<file path="config.mk">
export PLATFORM = sky130hd
export DESIGN_NAME = fetch_sequencer_flat
export DESIGN_NICKNAME = d
export VERILOG_FILES = /design/src/rtl/fetch_sequencer_pkg.sv /design/src/rtl/fetch_sequencer_if.sv /design/src/rtl/fetch_sequencer_pc_reg.sv /design/src/rtl/fetch_sequencer.sv /design/src/flat_wrapper.sv
export SDC_FILE = /design/constraint.sdc
export NUM_CORES = 1
export LEC_CHECK = 0
export ABC_CLOCK_PERIOD_IN_PS = 1500
export CELL_PAD_IN_SITES_DETAIL_PLACEMENT = 0
export CELL_PAD_IN_SITES_GLOBAL_PLACEMENT = 1
export CORE_MARGIN = 2
export CORE_UTILIZATION = 26
export DETAILED_ROUTE_END_ITERATION = 6
export GPL_TIMING_DRIVEN = 1
export PLACE_DENSITY = 0.71
export SYNTH_ARGS = -nofsm -noshare
export SYNTH_HDL_FRONTEND = slang
export SYNTH_SLANG_ARGS = --single-unit
</file>
<file path="constraint.sdc">
create_clock -name clk -period 1.5 [get_ports clk]
set_input_delay 0.3 -clock clk [delete_from_list [all_inputs] [get_ports clk]]
set_output_delay 0.3 -clock clk [all_outputs]
set_load 0.005 [all_outputs]
</file>
<file path="src/rtl/fetch_sequencer_pkg.sv">
// -----------------------------------------------------------------------------
// fetch_sequencer_pkg
//   Shared definitions for the fetch sequencer slice: fetch FSM state
//   encodings, the default reset PC and a PC alignment helper.
// -----------------------------------------------------------------------------
package fetch_sequencer_pkg;

    // Default architectural PC after reset.
    localparam logic [31:0] RESET_PC_DEF = 32'h0000_0000;

    // Fetch FSM states (3-bit encodings).
    typedef enum logic [2:0] {
        FETCH_IDLE  = 3'd0,
        FETCH_REQ   = 3'd1,
        FETCH_WAIT  = 3'd2,
        FETCH_VALID = 3'd3,
        FETCH_ERR   = 3'd4
    } fetch_state_e;

    // Instructions are word aligned; any set bit in [1:0] is a fault.
    function automatic logic is_misaligned(input logic [1:0] addr_lsb);
        return (addr_lsb != 2'b00);
    endfunction

endpackage : fetch_sequencer_pkg

</file>
<file path="src/rtl/fetch_sequencer_if.sv">
// -----------------------------------------------------------------------------
// fetch_sequencer_if
//   Bundles the fetch sequencer's bus signals.
//   Instruction-memory side : imem_req, imem_addr, imem_gnt, imem_rvalid,
//                             imem_rdata
//   Core/decode side        : halt, inst_valid, inst, inst_pc, commit, npc,
//                             misalign_err
//   modport master : view of the fetch sequencer itself
//   modport slave  : view of the surrounding core + instruction memory
// -----------------------------------------------------------------------------
interface fetch_sequencer_if #(
    parameter int unsigned XLEN = 32
) ();

    logic            halt;
    logic            imem_req;
    logic [XLEN-1:0] imem_addr;
    logic            imem_gnt;
    logic            imem_rvalid;
    logic [XLEN-1:0] imem_rdata;
    logic            inst_valid;
    logic [XLEN-1:0] inst;
    logic [XLEN-1:0] inst_pc;
    logic            commit;
    logic [XLEN-1:0] npc;
    logic            misalign_err;

    modport master (
        input  halt,
        output imem_req,
        output imem_addr,
        input  imem_gnt,
        input  imem_rvalid,
        input  imem_rdata,
        output inst_valid,
        output inst,
        output inst_pc,
        input  commit,
        input  npc,
        output misalign_err
    );

    modport slave (
        output halt,
        input  imem_req,
        input  imem_addr,
        output imem_gnt,
        output imem_rvalid,
        output imem_rdata,
        input  inst_valid,
        input  inst,
        input  inst_pc,
        output commit,
        output npc,
        input  misalign_err
    );

endinterface : fetch_sequencer_if

</file>
<file path="src/rtl/fetch_sequencer_pc_reg.sv">
// -----------------------------------------------------------------------------
// fetch_sequencer_pc_reg
//   Architectural PC register with asynchronous active-low reset to RESET_PC
//   and a load enable.
//   clk     in   1     rising-edge clock
//   rst_n   in   1     asynchronous active-low reset
//   load_en in   1     1 = capture pc_d on the next edge
//   pc_d    in   XLEN  value to load
//   pc_q    out  XLEN  current PC
// -----------------------------------------------------------------------------
module fetch_sequencer_pc_reg #(
    parameter int unsigned     XLEN     = 32,
    parameter logic [XLEN-1:0] RESET_PC = '0
) (
    input  logic            clk,
    input  logic            rst_n,
    input  logic            load_en,
    input  logic [XLEN-1:0] pc_d,
    output logic [XLEN-1:0] pc_q
);

    // PC storage; holds its value unless a load is requested.
    always_ff @(posedge clk or negedge rst_n) begin
        if (!rst_n) begin
            pc_q <= RESET_PC;
        end else if (load_en) begin
            pc_q <= pc_d;
        end else begin
            pc_q <= pc_q;
        end
    end

endmodule : fetch_sequencer_pc_reg

</file>
<file path="src/rtl/fetch_sequencer.sv">
// -----------------------------------------------------------------------------
// fetch_sequencer
//   Owns the architectural PC and sequences instruction fetch: one outstanding
//   imem request at a time (req/gnt, then rvalid), holds the returned word for
//   decode until the core commits, then loads the next PC from the NPC unit.
//   A misaligned committed next-PC parks the sequencer in a terminal error
//   state until reset.
//   clk    in   1  rising-edge clock
//   rst_n  in   1  asynchronous active-low reset
//   bus    master modport of fetch_sequencer_if (imem + core signals)
// -----------------------------------------------------------------------------
module fetch_sequencer
    import fetch_sequencer_pkg::*;
#(
    parameter int unsigned     XLEN     = 32,
    parameter logic [XLEN-1:0] RESET_PC = RESET_PC_DEF
) (
    input  logic               clk,
    input  logic               rst_n,
    fetch_sequencer_if.master  bus
);

    fetch_state_e    state_q;
    fetch_state_e    state_d;
    logic [XLEN-1:0] inst_q;
    logic [XLEN-1:0] inst_d;
    logic            misalign_err_q;
    logic            misalign_err_d;
    logic            pc_load_s;
    logic [XLEN-1:0] pc_q;

    fetch_sequencer_pc_reg #(
        .XLEN     (XLEN),
        .RESET_PC (RESET_PC)
    ) u_pc_reg (
        .clk     (clk),
        .rst_n   (rst_n),
        .load_en (pc_load_s),
        .pc_d    (bus.npc),
        .pc_q    (pc_q)
    );

    // Next-state, instruction capture and error/PC-load decisions.
    // gnt/rvalid/commit are only looked at in the state that expects them,
    // so stray strobes (e.g. a response from before a reset) are dropped.
    always_comb begin
        state_d        = state_q;
        inst_d         = inst_q;
        misalign_err_d = misalign_err_q;
        pc_load_s      = 1'b0;
        case (state_q)
            FETCH_IDLE: begin
                if (!bus.halt) begin
                    state_d = FETCH_REQ;
                end else begin
                    state_d = FETCH_IDLE;
                end
            end
            FETCH_REQ: begin
                if (bus.imem_gnt) begin
                    state_d = FETCH_WAIT;
                end else begin
                    state_d = FETCH_REQ;
                end
            end
            FETCH_WAIT: begin
                if (bus.imem_rvalid) begin
                    inst_d  = bus.imem_rdata;
                    state_d = FETCH_VALID;
                end else begin
                    state_d = FETCH_WAIT;
                end
            end
            FETCH_VALID: begin
                if (bus.commit) begin
                    if (is_misaligned(bus.npc[1:0])) begin
                        // Keep pc at the faulting instruction for debug.
                        misalign_err_d = 1'b1;
                        state_d        = FETCH_ERR;
                    end else begin
                        pc_load_s = 1'b1;
                        state_d   = FETCH_IDLE;
                    end
                end else begin
                    state_d = FETCH_VALID;
                end
            end
            FETCH_ERR: begin
                state_d = FETCH_ERR;
            end
            default: begin
                // Unreachable encodings fall into the safe terminal state.
                state_d = FETCH_ERR;
            end
        endcase
    end

    // State, instruction word and sticky error flops.
    always_ff @(posedge clk or negedge rst_n) begin
        if (!rst_n) begin
            state_q        <= FETCH_IDLE;
            inst_q         <= '0;
            misalign_err_q <= 1'b0;
        end else begin
            state_q        <= state_d;
            inst_q         <= inst_d;
            misalign_err_q <= misalign_err_d;
        end
    end

    // Outputs come straight from flops or from a decode of the state flop.
    assign bus.imem_req     = (state_q == FETCH_REQ);
    assign bus.imem_addr    = pc_q;
    assign bus.inst_valid   = (state_q == FETCH_VALID);
    assign bus.inst         = inst_q;
    assign bus.inst_pc      = pc_q;
    assign bus.misalign_err = misalign_err_q;

endmodule : fetch_sequencer
</file>
<file path="src/flat_wrapper.sv">
// flat-port wrapper written by rule: the top's interface ports become plain ports
module fetch_sequencer_flat import fetch_sequencer_pkg::*;
#(
    parameter int unsigned     XLEN     = 32,
    parameter logic [XLEN-1:0] RESET_PC = RESET_PC_DEF
)
  (clk, rst_n, bus_halt, bus_imem_req, bus_imem_addr, bus_imem_gnt, bus_imem_rvalid, bus_imem_rdata, bus_inst_valid, bus_inst, bus_inst_pc, bus_commit, bus_npc, bus_misalign_err);
  fetch_sequencer_if #(.XLEN(XLEN)) bus_i ();
  input  logic clk;
  input  logic rst_n;
  input wire logic [$bits(bus_i.halt)-1:0] bus_halt;
  output wire logic [$bits(bus_i.imem_req)-1:0] bus_imem_req;
  output wire logic [$bits(bus_i.imem_addr)-1:0] bus_imem_addr;
  input wire logic [$bits(bus_i.imem_gnt)-1:0] bus_imem_gnt;
  input wire logic [$bits(bus_i.imem_rvalid)-1:0] bus_imem_rvalid;
  input wire logic [$bits(bus_i.imem_rdata)-1:0] bus_imem_rdata;
  output wire logic [$bits(bus_i.inst_valid)-1:0] bus_inst_valid;
  output wire logic [$bits(bus_i.inst)-1:0] bus_inst;
  output wire logic [$bits(bus_i.inst_pc)-1:0] bus_inst_pc;
  input wire logic [$bits(bus_i.commit)-1:0] bus_commit;
  input wire logic [$bits(bus_i.npc)-1:0] bus_npc;
  output wire logic [$bits(bus_i.misalign_err)-1:0] bus_misalign_err;
  assign bus_i.halt = bus_halt;
  assign bus_imem_req = bus_i.imem_req;
  assign bus_imem_addr = bus_i.imem_addr;
  assign bus_i.imem_gnt = bus_imem_gnt;
  assign bus_i.imem_rvalid = bus_imem_rvalid;
  assign bus_i.imem_rdata = bus_imem_rdata;
  assign bus_inst_valid = bus_i.inst_valid;
  assign bus_inst = bus_i.inst;
  assign bus_inst_pc = bus_i.inst_pc;
  assign bus_i.commit = bus_commit;
  assign bus_i.npc = bus_npc;
  assign bus_misalign_err = bus_i.misalign_err;
  fetch_sequencer #(.XLEN(XLEN), .RESET_PC(RESET_PC)) u_core (.clk(clk), .rst_n(rst_n), .bus(bus_i));
endmodule
</file>
==> impl_metrics.yaml <==
sta:
  worstMarginPinSlew_ns: 0.3594
  fin_crit_ns: 1.617
  slew_violations: 0
  max_slew_margin_pct: 76.04
  post-route-period-util_pct: 107.8
  setup_ws_ns: -0.1172
  setup_viol: 62
  clock-skew-final_ns: 0.005794
  fmax_ghz: 0.6183
  rsz0062_at_grt: "true"
  hold_viol: 0
global_route:
  grt_pass1_vias: 2254
  grt_first_pass_wirelength_um: 12100
  grt_max_degree: 69
  groute.usage.overall_pct: 12.49
  antenna_found_initial: 0
  grt_overflow_total: 0
logic_synthesis:
  netlist_area_um2: 2960
  synth_seq_area_share_pct: 57.48
  yosysTopAreaCellShare_pct: 57.48
  yosys-top-cells-area: "dfrtp_1 57%, mux2_4 14%, mux2_2 13%"
  syn-instance-count: 188
  yosysTopAreaCell: "dfrtp_1"
  yosysUniqueCellTypes: 20
  avgSynthCellArea_um2: 15.75
  ys_seq_elements: 68
  yosys_warnings: 0
  synth_nets: 258
route:
  wire_per_inst_um: 15.34
  dr.pass1.iters: 4
  via_per_inst: 4.099
  via_count: 2160
  antenna_left: 0
  drc_errors: 0
  wl_um: 8084
  drt_iter0_drc: 31
status:
  run_status: "complete, but fails checks"
  violations: "negative setup slack"
layout:
  nNetsFinal: 453
  diodes: 0
  design_area_um2: 5475
  instances_no_fill: 527
  final_core_util_pct: 49.85
  layout-drive-gt1-share_pct: 35.92
  area_growth_pct: 84.95
critical_path:
  end_kind: "flop"
  critPathMaxStageDelay_ns: 0.40
  path_cells: "nand4b_1 -> or3_4 -> buf_12 -> mux2_4"
  crit_slowest_cell: "or3_4"
  startpoint_type: "flop"
  arrival_ns: 1.82
  cp_top_family: "simple AND/OR/NAND/NOR gates"
  crit_buf_inv: 1
  required_ns: 1.70
  cp_max_fo: 16
  critPathKind: "reg -> reg"
floorplanning:
  coreArea_um2: 10980
  die_h_um: 110.7
  io_pins: 169
  start_util_pct: 26.95
  dieArea_um2: 12260
  die_width_um: 110.7
  placementRows: 38
min_path:
  hold_class: "reg -> reg"
placement:
  dp_hpwl_um: 5042
  portBuffers: 168
  placed_cell_area_um2: 4593
  dp.cells: 464
  place_ws_ns: -0.5127
  routabilityCongestion: 0.7200
power:
  power_leakage_nw: 3.257
  p_total_mw: 10.03
  ir_worst_vdd_uv: 713.3
  p_per_area_nw_per_um2: 1832
clocking:
  cts-root-buf: "clkbuf_16"
  clock_latency_ns: 0.32
  clock-sinks: 68
  clk_pin_slew_worst_paths_ns: 0.05
  cts_buffers: 9
  clock_path_buffers: 2
  cts_tree: "yes"
  htreeDepth: 3
job:
  cap_viol_max_count: 0
==> worst paths after layout <==
path,from,end,slack (ns),cells past startpoint
max in group asynchronous,rst_n,u_core.u_pc_reg.pc_q[22],0.67,3
min in group asynchronous,rst_n,u_core.bus.inst[24],0.54,3
worst max-delay path,u_core.state_q[2],u_core.u_pc_reg.pc_q[31],-0.12,4
worst min-delay path,u_core.bus.misalign_err,u_core.bus.misalign_err,0.47,1
worst max register to register,u_core.state_q[2],u_core.u_pc_reg.pc_q[31],-0.12,4
worst min register to register,u_core.bus.misalign_err,u_core.bus.misalign_err,0.47,1
==> state kept, by name, summed over array words and instances (netlist names) <==
signal,count
u_core.bus.inst,32
u_core.u_pc_reg.pc_q,32
u_core.state_q,3
u_core.bus.misalign_err,1
==> power by group <==
| group | leakage, nW | switching, mW | internal (mW) |
|---|---|---|---|
| logic | 2.24 | 1.34 | 3.42 |
| clock network | 0.138 | 0.759 | 1.32 |
| registers | 0.875 | 0.499 | 2.70 |
| total | 3.26 | 2.60 | 7.44 |
==> cell usage in the layout, fill, tap and decap left out, drive strengths merged <==
cell type and n:
clkinv 1, or2 2, nor2 5, buf 54, nand4b 1, dlygate4sd3 1, dfrtp 68, nor3b 1
clkinvlp 2, bufinv 1, nor4b 1, clkdlybuf4s50 71, nand2 2, and3b 1, dlygate4sd2 56, mux2 62
a21oi 1, clkbuf 14, or3 1, and2 2, mux4 1, inv 1, dlymetal6s2s 38
==> cells by family (layout without fill, tap and decap cells) <==
logic type	after synthesis	in the layout	share of synthesized area, %
AND/OR/NAND/NOR	16	16	3.339
AO/OA/AOI/OAI	1	1	0.1689
flip-flops	68	68	57.48
multiplexers	63	63	28.02
buffers and inverters	40	239	10.99
==> cell usage after synthesis, drive strengths merged <==
cell    count
nand2       2
nor4b       1
and3b       1
inv         1
buf        39
nor3b       1
or3         1
mux4        1
and2        2
nand4b      1
or2         2
mux2       62
dfrtp      68
nor2        5
a21oi       1
==> what timing repair did <==
item | 4_1_cts | 5_1_grt
setup buffers | 33 | 10
gates resized for setup | 67 | 75
cloned | 1 | 3
pin swaps | 1 | 2
endpoints found under the hold margin | 41 | 0
hold buffers | 1 | 0
endpoints found under the setup margin | 139 | 103
==> layer usage <==
layer	routed length (um)	global-route usage, %	vias to the layer above
li1	-	-	1002
met1	3347	14.93	1076
met2	4264	21.60	74
met3	382	3.773	8
met4	89	3.833	0
met5	0	0	-
==> through the flow <==
| stage | TNS [ns] | hold WS, ns |
|---|---|---|
| after floorplan | -5.466 | 0.004409 |
| after global placement | -25.71 | 0.3350 |
| after detailed placement | -26.70 | 0.3406 |
| after CTS | -8.071 | 0.4798 |
| after global routing | -9.498 | 0.4874 |
| final | -5.942 | 0.4737 |
==> area by class of cell <==
cell class,count,area (um^2)
timing repair buffer,223,2230
multi-input combinational,80,1072
fill,981,5508
tap,140,175.2
clock inverter,4,50.05
inverter,1,3.754
sequential,68,1702
clock buffer,11,242.7
Note: power is estimated with default switching activity, not from simulation.
